### src/rtl/data_cache_pkg.sv
// Shared types and address-split helpers for the write-back data cache.
package data_cache_pkg;

  localparam int ADDR_W     = 32;
  localparam int BYTE_OFF_W = 2;

  typedef enum logic [1:0] {
    IDLE      = 2'd0,
    WRITEBACK = 2'd1,
    REFILL    = 2'd2
  } state_t;

  function automatic int offset_w(input int words_per_line);
    return $clog2(words_per_line);
  endfunction

  function automatic int index_w(input int num_sets);
    return $clog2(num_sets);
  endfunction

  function automatic int tag_w(input int num_sets, input int words_per_line);
    return ADDR_W - BYTE_OFF_W - $clog2(num_sets) - $clog2(words_per_line);
  endfunction

endpackage

### src/rtl/dcache_way.sv
// One cache way: tag/valid/dirty/data per set, combinational read, one write port.
// Writes land at the next edge; valid/dirty clear on reset, tags and data keep their contents.
module dcache_way
  import data_cache_pkg::*;
#(
  parameter int NUM_SETS       = 4,
  parameter int WORDS_PER_LINE = 4,
  localparam int OFF_W = offset_w(WORDS_PER_LINE),
  localparam int IDX_W = index_w(NUM_SETS),
  localparam int TAG_W = tag_w(NUM_SETS, WORDS_PER_LINE)
) (
  input  logic             clk,
  input  logic             reset,
  input  logic [IDX_W-1:0] rd_idx,
  input  logic [OFF_W-1:0] rd_off,
  output logic [TAG_W-1:0] rd_tag,
  output logic             rd_valid,
  output logic             rd_dirty,
  output logic [31:0]      rd_word,
  input  logic             wr_word_en,
  input  logic [IDX_W-1:0] wr_idx,
  input  logic [OFF_W-1:0] wr_off,
  input  logic [31:0]      wr_word,
  input  logic             set_dirty,
  input  logic             install,
  input  logic [TAG_W-1:0] wr_tag
);

  logic [31:0]      data_q [NUM_SETS][WORDS_PER_LINE];
  logic [TAG_W-1:0] tag_q  [NUM_SETS];
  logic [NUM_SETS-1:0] valid_q, valid_d;
  logic [NUM_SETS-1:0] dirty_q, dirty_d;

  always_comb begin
    valid_d = valid_q;
    dirty_d = dirty_q;
    if (set_dirty) dirty_d[wr_idx] = 1'b1;
    if (install) begin
      valid_d[wr_idx] = 1'b1;
      dirty_d[wr_idx] = 1'b0;
    end
  end

  always_ff @(posedge clk) begin
    if (reset) begin
      valid_q <= '0;
      dirty_q <= '0;
    end else begin
      valid_q <= valid_d;
      dirty_q <= dirty_d;
    end
  end

  always_ff @(posedge clk) begin
    if (wr_word_en) data_q[wr_idx][wr_off] <= wr_word;
    if (install)    tag_q[wr_idx]          <= wr_tag;
  end

  assign rd_tag   = tag_q[rd_idx];
  assign rd_valid = valid_q[rd_idx];
  assign rd_dirty = dirty_q[rd_idx];
  assign rd_word  = data_q[rd_idx][rd_off];

endmodule

### src/rtl/data_cache_wb.sv
// 2-way write-back, write-allocate data cache; hits answer in the same cycle with no stall.
// Misses stall the CPU through optional writeback then refill bursts, one beat per mem_ready cycle.
module data_cache_wb
  import data_cache_pkg::*;
#(
  parameter int NUM_SETS       = 4,
  parameter int WORDS_PER_LINE = 4
) (
  input  logic        clk,
  input  logic        reset,
  input  logic        cpu_read_en,
  input  logic        cpu_write_en,
  input  logic [31:0] cpu_addr,
  input  logic [31:0] cpu_wdata,
  output logic [31:0] cpu_rdata,
  output logic        cpu_stall,
  output logic        mem_read_en,
  output logic        mem_write_en,
  output logic [31:0] mem_addr,
  output logic [31:0] mem_wdata,
  input  logic [31:0] mem_rdata,
  input  logic        mem_ready
);

  localparam int OFF_W    = offset_w(WORDS_PER_LINE);
  localparam int IDX_W    = index_w(NUM_SETS);
  localparam int TAG_W    = tag_w(NUM_SETS, WORDS_PER_LINE);
  localparam int LINE_LSB = BYTE_OFF_W + OFF_W;

  state_t              state_q, state_d;
  logic [OFF_W-1:0]    beat_q, beat_d;
  logic                victim_q, victim_d;
  logic [ADDR_W-1:0]   miss_base_q, miss_base_d;
  logic [ADDR_W-1:0]   victim_base_q, victim_base_d;
  logic [NUM_SETS-1:0] lru_q, lru_d;

  logic [OFF_W-1:0] cpu_off, rd_off, wr_off;
  logic [IDX_W-1:0] cpu_idx, miss_idx, rd_idx;
  logic [TAG_W-1:0] cpu_tag;
  logic [TAG_W-1:0] way_tag [2];
  logic [31:0]      way_word [2];
  logic [1:0]       way_valid, way_dirty, way_hit;
  logic [1:0]       wr_word_en, set_dirty, install;
  logic [31:0]      wr_word, beat_off;
  logic             is_idle, req, is_load, hit, hit_way, last_beat, victim_sel;
  logic             unused_bits;

  assign cpu_off     = cpu_addr[BYTE_OFF_W +: OFF_W];
  assign cpu_idx     = cpu_addr[LINE_LSB +: IDX_W];
  assign cpu_tag     = cpu_addr[ADDR_W-1 -: TAG_W];
  assign miss_idx    = miss_base_q[LINE_LSB +: IDX_W];
  assign unused_bits = ^cpu_addr[BYTE_OFF_W-1:0];

  assign is_idle = (state_q == IDLE);
  assign req     = cpu_read_en | cpu_write_en;
  assign is_load = cpu_read_en & ~cpu_write_en;

  // Outside IDLE both ports follow the latched miss set and the burst beat.
  assign rd_idx  = is_idle ? cpu_idx : miss_idx;
  assign rd_off  = is_idle ? cpu_off : beat_q;
  assign wr_off  = rd_off;
  assign wr_word = is_idle ? cpu_wdata : mem_rdata;

  for (genvar w = 0; w < 2; w++) begin : g_way
    dcache_way #(
      .NUM_SETS      (NUM_SETS),
      .WORDS_PER_LINE(WORDS_PER_LINE)
    ) u_way (
      .clk       (clk),
      .reset     (reset),
      .rd_idx    (rd_idx),
      .rd_off    (rd_off),
      .rd_tag    (way_tag[w]),
      .rd_valid  (way_valid[w]),
      .rd_dirty  (way_dirty[w]),
      .rd_word   (way_word[w]),
      .wr_word_en(wr_word_en[w]),
      .wr_idx    (rd_idx),
      .wr_off    (wr_off),
      .wr_word   (wr_word),
      .set_dirty (set_dirty[w]),
      .install   (install[w]),
      .wr_tag    (miss_base_q[ADDR_W-1 -: TAG_W])
    );
    assign way_hit[w] = way_valid[w] && (way_tag[w] == cpu_tag);
  end

  assign hit       = is_idle && (|way_hit);
  assign hit_way   = way_hit[1];
  assign cpu_stall = !is_idle || (req && !hit);
  assign cpu_rdata = (is_load && hit) ? way_word[hit_way] : 32'd0;

  assign last_beat    = (beat_q == OFF_W'(WORDS_PER_LINE - 1));
  assign beat_off     = {{(ADDR_W-OFF_W-2){1'b0}}, beat_q, 2'b00};
  assign mem_read_en  = (state_q == REFILL);
  assign mem_write_en = (state_q == WRITEBACK);
  assign mem_addr     = mem_read_en  ? (miss_base_q | beat_off) :
                        mem_write_en ? (victim_base_q | beat_off) : 32'd0;
  assign mem_wdata    = mem_write_en ? way_word[victim_q] : 32'd0;

  always_comb begin
    state_d       = state_q;
    beat_d        = beat_q;
    victim_d      = victim_q;
    miss_base_d   = miss_base_q;
    victim_base_d = victim_base_q;
    lru_d         = lru_q;
    wr_word_en    = '0;
    set_dirty     = '0;
    install       = '0;
    victim_sel    = 1'b0;
    case (state_q)
      IDLE: begin
        if (req && hit) begin
          lru_d[cpu_idx] = ~hit_way;
          if (cpu_write_en) begin
            wr_word_en[hit_way] = 1'b1;
            set_dirty[hit_way]  = 1'b1;
          end
        end else if (req) begin
          if (!way_valid[0])      victim_sel = 1'b0;
          else if (!way_valid[1]) victim_sel = 1'b1;
          else                    victim_sel = lru_q[cpu_idx];
          victim_d      = victim_sel;
          beat_d        = '0;
          miss_base_d   = {cpu_addr[ADDR_W-1:LINE_LSB], {LINE_LSB{1'b0}}};
          victim_base_d = {way_tag[victim_sel], cpu_idx, {LINE_LSB{1'b0}}};
          state_d       = (way_valid[victim_sel] && way_dirty[victim_sel]) ? WRITEBACK : REFILL;
        end
      end
      WRITEBACK: begin
        if (mem_ready) begin
          beat_d = beat_q + 1'b1;
          if (last_beat) begin
            beat_d  = '0;
            state_d = REFILL;
          end
        end
      end
      REFILL: begin
        if (mem_ready) begin
          wr_word_en[victim_q] = 1'b1;
          beat_d = beat_q + 1'b1;
          if (last_beat) begin
            install[victim_q] = 1'b1;
            beat_d  = '0;
            state_d = IDLE;
          end
        end
      end
      default: state_d = IDLE;
    endcase
    // An aborted transfer must not leave a partial line or a stray store behind.
    if (reset) begin
      wr_word_en = '0;
      set_dirty  = '0;
      install    = '0;
    end
  end

  always_ff @(posedge clk) begin
    if (reset) begin
      state_q       <= IDLE;
      beat_q        <= '0;
      victim_q      <= 1'b0;
      miss_base_q   <= '0;
      victim_base_q <= '0;
      lru_q         <= '0;
    end else begin
      state_q       <= state_d;
      beat_q        <= beat_d;
      victim_q      <= victim_d;
      miss_base_q   <= miss_base_d;
      victim_base_q <= victim_base_d;
      lru_q         <= lru_d;
    end
  end

endmodule

### config.mk
export PLATFORM = sky130hd
export DESIGN_NAME = data_cache_wb
export DESIGN_NICKNAME = d
export VERILOG_FILES = /design/src/rtl/data_cache_pkg.sv /design/src/rtl/dcache_way.sv /design/src/rtl/data_cache_wb.sv
export SDC_FILE = /design/constraint.sdc
export NUM_CORES = 2
export LEC_CHECK = 0
export CAP_MARGIN = 20
export CORE_MARGIN = 2
export CORE_UTILIZATION = 50
export DETAILED_ROUTE_END_ITERATION = 6
export PLACE_DENSITY_LB_ADDON = 0.08
export SYNTH_ARGS = -nofsm -noshare
export SYNTH_HDL_FRONTEND = slang
export SYNTH_SLANG_ARGS = --single-unit
### constraint.sdc
create_clock -name clk -period 12.1 [get_ports clk]
set_input_delay 2.42 -clock clk [delete_from_list [all_inputs] [get_ports clk]]
set_output_delay 2.42 -clock clk [all_outputs]
set_load 0.1 [all_outputs]
==> flow_summary.toml <==
[placement]
hpwl_um = 84000
placed_area_mm2 = 0.05819
gp_congestion = 0.8576
post-place-ws_ps = 1513
io_buffers = 195

[clocking]
cts_resized = 0
postCtsSetupRepairBufs = 0
clk_latency_ps = 750
cts_tree = "done"
h-tree-depth = 4
cts_sinks = 1311
clockRootBuffer = "clkbuf_16"
cts-buffers-inserted = 140
clkSlewWorstSetupHoldPaths_ps = 60
postCtsHoldBufs = 0
cts_buffer_depth = 3

[logic_synthesis]
synth_seq_area_share = 0.7145
synth_edf_count = 1232
ys.flop_type = "edfxtp_1"
synth_area_mm2 = 0.05399
yosys.area.top_type = "edfxtp_1"
yosysMostFrequentCell = "edfxtp_1"
ys_ff_latch = 1311
synth_xor_area_frac = 0.009548
synthMuxAreaShare = 0.1345
yosysWarnings = 0
synth_compound_area_frac = 0.05388
syn-instance-count = 3171
yosys.area_share.simple = 0.06607
syn_avg_cell_area_um2 = 17.03
synthAdderAreaFrac = 0.0009270
ys_async_sr_fraction = 0
synth_top_family_by_area = "multiplexers"
synth_largest_type_area_fraction = 0.6853
synthTopCellsByArea = "edfxtp_1 69%, mux4_2 11%, dfxtp_1 2.9%"
synth_cell_types = 77
synth_common_cells = "1232 x edfxtp_1, 325 x nand2_1, 263 x mux4_2"

[global_routing]
antenna_found_initial = 4
overflow = 0
grt_pass1_vias = 31040
grt_usage = 0.2720
grt_pass1_wl_um = 217500
grt_max_degree = 131

[final_layout]
drive_gt1_frac = 0.2041
area_growth_pct = 15.87
final_cell_area_mm2 = 0.06256
nets = 3485

[die]
row_count = 120
dieArea_mm2 = 0.1106
coreArea_mm2 = 0.1071
die_w_um = 332.6
floorplan.initialDensity = 0.5043
ios = 200
fp.dieH_um = 332.6

[setup_path]
cp_max_fo = 88
required_ps = 9680
critPathMaxStageDelay_ps = 990
end_kind = "primary output"
startpoint_type = "primary input"
ff2ff_setup_slack_ps = 5040
cp_slowest_cell = "clkdlybuf4s50_1"
crit_top_cell = "clkdlybuf4s50_1"
critPathArrivalTime_ps = 8090
crit_chain = "clkdlybuf4s50_1, mux2_8, buf_12, buf_4, mux4_2, and2_1, a211oi_1, a31oi_1, mux2i_1, nor2b_1, clkdlybuf4s50_1"
crit_type = "in -> out"
rr_worst_depth = 13

[drt]
vias_per_cell = 6.339
drt_iter0_markers = 3456
ant_nets = 0
drt_pass1_iterations = 6
routedWlPerCell_um = 30.72
drc_errors = 0
via_count = 31020
drt_wl_total_um = 150300

[pwr]
leakage_uw = 0.01976
power_density_mw_per_mm2 = 169.8
p_total_uw = 10620
ir_drop_mv = 0.1209

[sta]
final.setup_skew_ps = 23.37
setup_viol = 0
finalWorstSetupSlack_ps = 1588
fin_crit_ps = 10510
fin_setup_tns_ps = 0
report.final.slew_viol_count = 0
worst_pin_slew_ps = 1128
relSlewSlack = 0.2479
rsz0062_at_grt = "false"
whs_ps = 482.1
fmax_mhz = 95.13
hold_viol = 0
period_share = 0.8688

[min_path]
hp-class = "reg -> reg"
hold_depth = 2

[run_status]
status = "finished clean"

[flow_run]
drv_cap = 0
## power breakdown
part	switching (uW)	leakage [uW]	internal, uW
Combinational	916	0.00587	506
Clock	1740	0.00213	2320
Sequential	35.0	0.0118	5110
## registers in the layout, indices dropped and copies added (netlist names), named ones only
| register | flops |
|---|---|
| g_way.u_way.data_q | 1024 |
| victim_base_q | 28 |
| miss_base_q | 26 |
| lru_q | 4 |
| g_way.u_way.dirty_q | 2 |
| g_way.u_way.tag_q | 208 |
| state_q | 2 |
| g_way.u_way.valid_q | 8 |
| beat_q | 2 |
| victim_q | 1 |
## logic make-up after synthesis
logic type / after synthesis
xor+xnor: 58
mux: 388
fa+ha+maj: 4
other cells: 1
simple gates: 722
flops: 1311
buf+inv: 240
compound gates: 447
## critical path, delay by kind of cell
family / cells / cell delay (ps)
buf+inv: 4 / 3060
mux: 3 / 1700
compound gates: 2 / 400
simple gates: 2 / 270
## cells in the final DEF, fill, tap and decap left out, drive strengths merged, types with 4 or more instances in the layout
master	count
or3	37
nor4	26
o31ai	7
nor3	51
a21o	29
xnor2	40
edfxtp	1232
mux2	41
inv	23
or3b	6
nor2b	38
o2111a	5
nand2b	5
nor2	52
nand4	26
mux2i	83
a211oi	71
a41oi	4
clkbuf	178
clkdlybuf4s50	161
xor2	18
a21oi	122
mux4	264
o2111ai	4
ha	4
dfxtp	79
and3	15
a31oi	80
buf	132
bufinv	5
a311oi	24
o22ai	4
nand2	325
or2	6
and2	71
o21ai	77
nand3	44
nor4b	4
clkinv	56
## stage by stage
step	std cells	utilization
floorplan	3172	-
global placement	4633	0.5428
detailed placement	4638	0.5435
CTS	4889	0.5840
global route	4894	0.5844
finish	4894	0.5844
## final cells by class
cell class	count	area, um2
Antenna cell	2	5.005
Clock buffer	178	3770
Clock inverter	73	563.0
Fill cell	7988	44500
Inverter	13	48.80
Multi-Input combinational cell	1621	14670
Sequential cell	1311	38580
Tap cell	1403	1755
Timing Repair Buffer	293	3168
## layer usage
layer / up-vias / wire (um) / track usage
met1: 16310 / 63070 / 0.3881
met2: 1422 / 72890 / 0.4393
met5: - / 13 / 0
met3: 217 / 11160 / 0.04297
li1: 13070 / - / -
met4: 2 / 3198 / 0.07302
## final timing paths
check / start / endpoint
worst max-delay path: cpu_addr[4] / mem_wdata[10]
worst min-delay path: g_way[1].u_way.valid_q[0] / g_way[1].u_way.valid_q[0]
worst max register to register: state_q[0] / g_way[1].u_way.data_q[3][38]
worst min register to register: g_way[1].u_way.valid_q[0] / g_way[1].u_way.valid_q[0]
No activity file was read; power rests on OpenSTA's default activity.
